File: src/rtl/status_packet_gen.sv
// Status packet source: snapshots {seq, status} and streams it as an address-led byte packet.
// Optional build macro STATUS_SEQ_AUTOINC_EN: seq advances after every packet.
module status_packet_gen #(
    parameter logic [7:0] STATUS_REG_ADDR = 8'h00,
    parameter int         PAYLOAD_BITS    = 26
) (
    input  logic                    clk,
    input  logic                    rst,
    input  logic                    we,
    input  logic [7:0]              wd,
    input  logic [PAYLOAD_BITS-1:0] status,
    output logic [7:0]              db,
    output logic                    rq,
    input  logic                    start
);

    localparam int NB = (PAYLOAD_BITS + 6) / 8;
    localparam int WW = PAYLOAD_BITS + 6;
    localparam int CW = $clog2(NB + 1);
    localparam logic [CW-1:0] LAST = CW'(NB);

    typedef enum logic [1:0] {
        IDLE,
        REQ,
        SEND
    } state_t;

    state_t                  state_q, state_n;
    logic [1:0]              mode_q, mode_n;
    logic [5:0]              seq_q, seq_n;
    logic                    pending_q, pending_n;
    logic [PAYLOAD_BITS-1:0] last_q, last_n;
    logic [WW-1:0]           word_q, word_n;
    logic [CW-1:0]           cnt_q, cnt_n;
    logic [7:0]              db_q, db_n;
    logic                    rq_q, rq_n;

    logic                    trigger;
    logic [CW-1:0]           cnt_inc;
    logic [WW-1:0]           word_sh;

    assign trigger = pending_q | ((mode_q == 2'd3) && (status != last_q));
    assign cnt_inc = cnt_q + CW'(1);
    // cnt names the byte on db now, so this selects byte cnt+1
    assign word_sh = word_q >> {cnt_q, 3'b000};

    assign db = db_q;
    assign rq = rq_q;

    always_ff @(posedge clk or posedge rst) begin
        if (rst) begin
            state_q   <= IDLE;
            mode_q    <= 2'd0;
            seq_q     <= 6'd0;
            pending_q <= 1'b0;
            last_q    <= '0;
            word_q    <= '0;
            cnt_q     <= '0;
            db_q      <= 8'h00;
            rq_q      <= 1'b0;
        end else begin
            state_q   <= state_n;
            mode_q    <= mode_n;
            seq_q     <= seq_n;
            pending_q <= pending_n;
            last_q    <= last_n;
            word_q    <= word_n;
            cnt_q     <= cnt_n;
            db_q      <= db_n;
            rq_q      <= rq_n;
        end
    end

    always_comb begin
        state_n   = state_q;
        mode_n    = mode_q;
        seq_n     = seq_q;
        pending_n = pending_q;
        last_n    = last_q;
        word_n    = word_q;
        cnt_n     = cnt_q;
        db_n      = db_q;
        rq_n      = rq_q;

        unique case (state_q)
            IDLE: begin
                rq_n = 1'b0;
                db_n = 8'h00;
                if (trigger) begin
                    state_n   = REQ;
                    word_n    = {seq_q, status};
                    last_n    = status;
                    pending_n = 1'b0;
                    rq_n      = 1'b1;
                    db_n      = STATUS_REG_ADDR;
                end
            end
            REQ: begin
                if (start) begin
                    state_n = SEND;
                    cnt_n   = CW'(1);
                    db_n    = word_q[7:0];
                    rq_n    = (NB > 1);
                end
            end
            SEND: begin
                if (cnt_q == LAST) begin
                    state_n = IDLE;
                    cnt_n   = '0;
                    db_n    = 8'h00;
                    rq_n    = 1'b0;
`ifdef STATUS_SEQ_AUTOINC_EN
                    seq_n   = seq_q + 6'd1;
`endif
                end else begin
                    cnt_n = cnt_inc;
                    db_n  = word_sh[7:0];
                    rq_n  = (cnt_inc != LAST);
                end
            end
            default: begin
                state_n = IDLE;
                cnt_n   = '0;
                db_n    = 8'h00;
                rq_n    = 1'b0;
            end
        endcase

        // a command always wins, including over the IDLE->REQ pending clear
        if (we) begin
            mode_n    = wd[7:6];
            seq_n     = wd[5:0];
            pending_n = wd[6];
        end
    end

endmodule

File: config.mk
export PLATFORM = sky130hd
export DESIGN_NAME = status_packet_gen
export DESIGN_NICKNAME = d
export VERILOG_FILES = /design/src/rtl/status_packet_gen.sv
export SDC_FILE = /design/constraint.sdc
export NUM_CORES = 1
export LEC_CHECK = 0
export ABC_AREA = 0
export ABC_CLOCK_PERIOD_IN_PS = 2000
export BUFFER_PORTS_ARGS = -buffer_cell sky130_fd_sc_hd__buf_4
export CORE_ASPECT_RATIO = 1.75
export CORE_UTILIZATION = 51
export CTS_BUF_LIST = sky130_fd_sc_hd__clkbuf_8 sky130_fd_sc_hd__clkbuf_16
export DETAILED_ROUTE_END_ITERATION = 6
export PLACE_DENSITY = 0.76
export SLEW_MARGIN = 20
export SYNTH_ARGS = -nofsm -noshare
export SYNTH_HDL_FRONTEND = slang
export SYNTH_SLANG_ARGS = --single-unit
File: constraint.sdc
create_clock -name clk -period 2 [get_ports clk]
set_input_delay 0.4 -clock clk [delete_from_list [all_inputs] [get_ports clk]]
set_output_delay 0.4 -clock clk [all_outputs]
set_load 0.01 [all_outputs]
==> results by group <==
Flow run
  – Max-capacitance violation count: 0

Critical path
  – Slowest cell on crit path: o41a_4
  – R2R Path Start: last_q[17]
  – CP endpoint kind: flip-flop
  – Critical Path Start Type: flip-flop
  – Crit path from: last_q[17]
  – Critical Path End: last_q[21]
  – Worst-path cell chain: xor2_1, nor4_2, buf_4, nand2_4, o41a_4, buf_12, mux2_4
  – Max FO, Critical Path: 13
  – FF-to-FF setup slack: -0.19 ns
  – Worst Setup Path Type: flip-flop to flip-flop
  – Reg2Reg Depth: 7
  – Worst Path Required: 2.21 ns
  – CP peak stage delay: 0.50 ns
  – CP Data Arrival Time: 2.40 ns
  – RR Endpoint: last_q[21]

Synthesis
  – Synthesized flop and latch total: 55
  – YS warnings: 0
  – Syn Area/Cell: 13.05 µm²
  – Sequential share of the synthesized area: 0.4587
  – Net Count, Synth: 276
  – Syn Std Cell Area: 3000 µm²
  – Post-Syn Instances: 230
  – Synth cell types: 34

Power and ir drop
  – Total power draw: 0.005378 W
  – PwrDens: 1389 nW/µm²
  – Peak VDD IR: 0.8298 mV
  – Total leakage power: 1.806 nW

Floorplanning
  – Row count: 36
  – Die H: 103.5 µm
  – Die ar.: 6206 µm²
  – Top-level I/O count: 47
  – Core box area: 5630 µm²
  – Die W: 59.98 µm
  – Starting density of the core: 0.5329

CTS
  – Clock Root Buffer: clkbuf_8
  – CTS Sinks: 55
  – Total CTS buffers: 5
  – Reg clk slew, reported paths: 0.10 ns
  – Hold Buf Count CTS: 0
  – CTS tree: yes
  – CTS max path bufs: 2
  – Later-pin clock latency in the skew report: 0.32 ns
  – H-tree depth: 2

STA
  – Final worst setup slack: -0.1856 ns
  – Final hold slack: 0.1062 ns
  – Slew Viols, Final: 0
  – Max Freq: 0.4575 GHz
  – Measured slew at the worst slew-check pin: 0.4272 ns
  – Setup Viol. Count Final: 34
  – Final setup skew: 0.009282 ns
  – Final Hold Violating Endpoints: 0
  – Final TNS setup: -5.647 ns
  – Relative slew slack: 0.7152
  – Fin crit share: 1.093
  – Crit path time final: 2.186 ns
  – RSZ-0062 raised after global routing: yes

Placed design
  – HPWL after detailed placement: 4724 µm
  – GPL Wtd Cong: 0.8304
  – DP Cell Count: 379
  – IO buf count: 46

Cells and area
  – Layout cell share with drive strength beyond 1: 0.4762
  – Final net count: 360
  – Antenna Cells: 0
  – Post-Layout Cell Count: 391
  – Area growth syn-to-layout: 29.07%

Hold path
  – Hold Path Class: input pin to asynchronous set/reset pin

Detailed routing
  – DR pass1 iterations: 4
  – Average wire per standard cell: 17.12 µm
  – Final routed DRC violation total: 0
  – WL final: 6695 µm
  – DR iter-0 viols: 74
  – Vias post-DR: 2104
  – Vias per cell: 5.381
  – Antenna Nets Post-Route: 0

Outcome
  – Failing checks: negative setup slack
  – Status: finished with violations

GRT
  – First-pass GRT wire length: 10310 µm
  – Antenna violations before repair: 0
  – Number of global-route vias before repair: 2140
  – Overflow after GRT: 0
  – Gr usage total: 0.2301
  – Largest net degree at the start of global routing: 56
==> per-stage QoR <==
step             util  setup slack [ns]  instance area [µm²]
5_1_grt        0.6878           -0.2864                 3872
2_1_floorplan       -          -0.04897                 3000
3_3_place_gp   0.6484           -0.3869                 3651
6_report       0.6878           -0.1856                 3872
4_1_cts        0.6736           -0.2194                 3792
3_5_place_dp   0.6484           -0.4030                 3651
==> cell usage after synthesis (all sizes together) <==
cell,count,share of area
a221oi,1,0.0029
a22o,1,0.0029
nand3b,1,0.0025
ha,8,0.033
mux4,8,0.061
nand2b,1,0.0021
nor2,7,0.0088
xor2,23,0.067
nand4,3,0.0063
a21boi,1,0.0025
nor2b,4,0.0083
o41a,1,0.0038
inv,7,0.0088
a22oi,8,0.020
a21oi,3,0.0050
o211ai,1,0.0025
o21ai,13,0.022
nand2,18,0.023
nor4,5,0.010
xnor2,4,0.012
or4,1,0.0029
o311ai,1,0.0029
dfrtp,55,0.46
a32oi,1,0.0029
o31a,1,0.0029
clkbuf,6,0.0075
o32ai,1,0.0029
nor3,1,0.0017
nand4b,1,0.0029
buf,4,0.024
mux2,40,0.19
==> power breakdown <==
group          leakage [nW]  internal (W)  switching [W]
clock                0.0505      0.000316       0.000369
sequential            0.670       0.00157       0.000371
combinational          1.08       0.00164        0.00111
==> worst min path at each step <==
| stage | cells past startpoint | startpoint | slack, ns | end |
|---|---|---|---|---|
| floorplan | 1 | word_q[31] | 0.47 | word_q[31] |
| finish | 3 | rst | 0.11 | last_q[0] |
| global placement | 2 | db[2] | 0.46 | db[2] |
| detailed placement | 2 | db[7] | 0.47 | db[7] |
| global route | 3 | rst | 0.14 | last_q[0] |
| CTS | 3 | rst | 0.13 | last_q[0] |
==> registers in the layout, summed over array words and instances (netlist names) <==
signal     cells
rq             1
db             8
last_q        25
state_q        2
cnt_q          3
word_q         7
pending_q      1
seq_q          6
mode_q         2
==> cell usage in the layout (no fill, tap or decap), drive strengths merged, types with 3 or more instances in the layout <==
master	instances
buf	86
dfrtp	55
mux2	40
xor2	23
nand2	18
o21ai	13
a22oi	8
ha	8
mux4	8
clkbuf	8
nor2	7
inv	7
nor4	5
xnor2	4
nor2b	4
nand4	3
a21oi	3
==> cell families after synthesis <==
group,synth area share
multiplexers,0.2477
AO/OA/AOI/OAI,0.07298
XOR/XNOR,0.07881
buffers and inverters,0.04003
adder cells (fa/ha/maj),0.03336
AND/OR/NAND/NOR,0.06839
flip-flops,0.4587
==> critical path, delay by kind of cell (launching register included) <==
kind,cells,cell delay [ns]
buffers and inverters,2,0.35
AND/OR/NAND/NOR,2,0.34
multiplexers,1,0.30
AO/OA/AOI/OAI,1,0.50
flip-flops,1,0.41
XOR/XNOR,1,0.16
==> layout make-up <==
type	instances	area (µm²)
well taps	76	95.09
flip-flops and latches	55	1376
repair buffers	87	710.7
multi-input cells	158	1560
fillers	422	1758
clock buffers	7	96.34
inverters	7	26.28
clock inverters	1	7.507
==> metal layers <==
layer	GRT usage	share of wire
met2	0.4000	0.56
met1	0.2731	0.38
met3	0.03856	0.031
met5	0	0
met4	0.1020	0.023
==> repair_timing <==
item                       in CTS  in global routing
gates cloned                    0                  2
buffers inserted                1                  1
setup endpoints to repair      34                 35
resized for setup               7                  6
pin swaps                       4                  1
(Power assumes the default switching activity.)
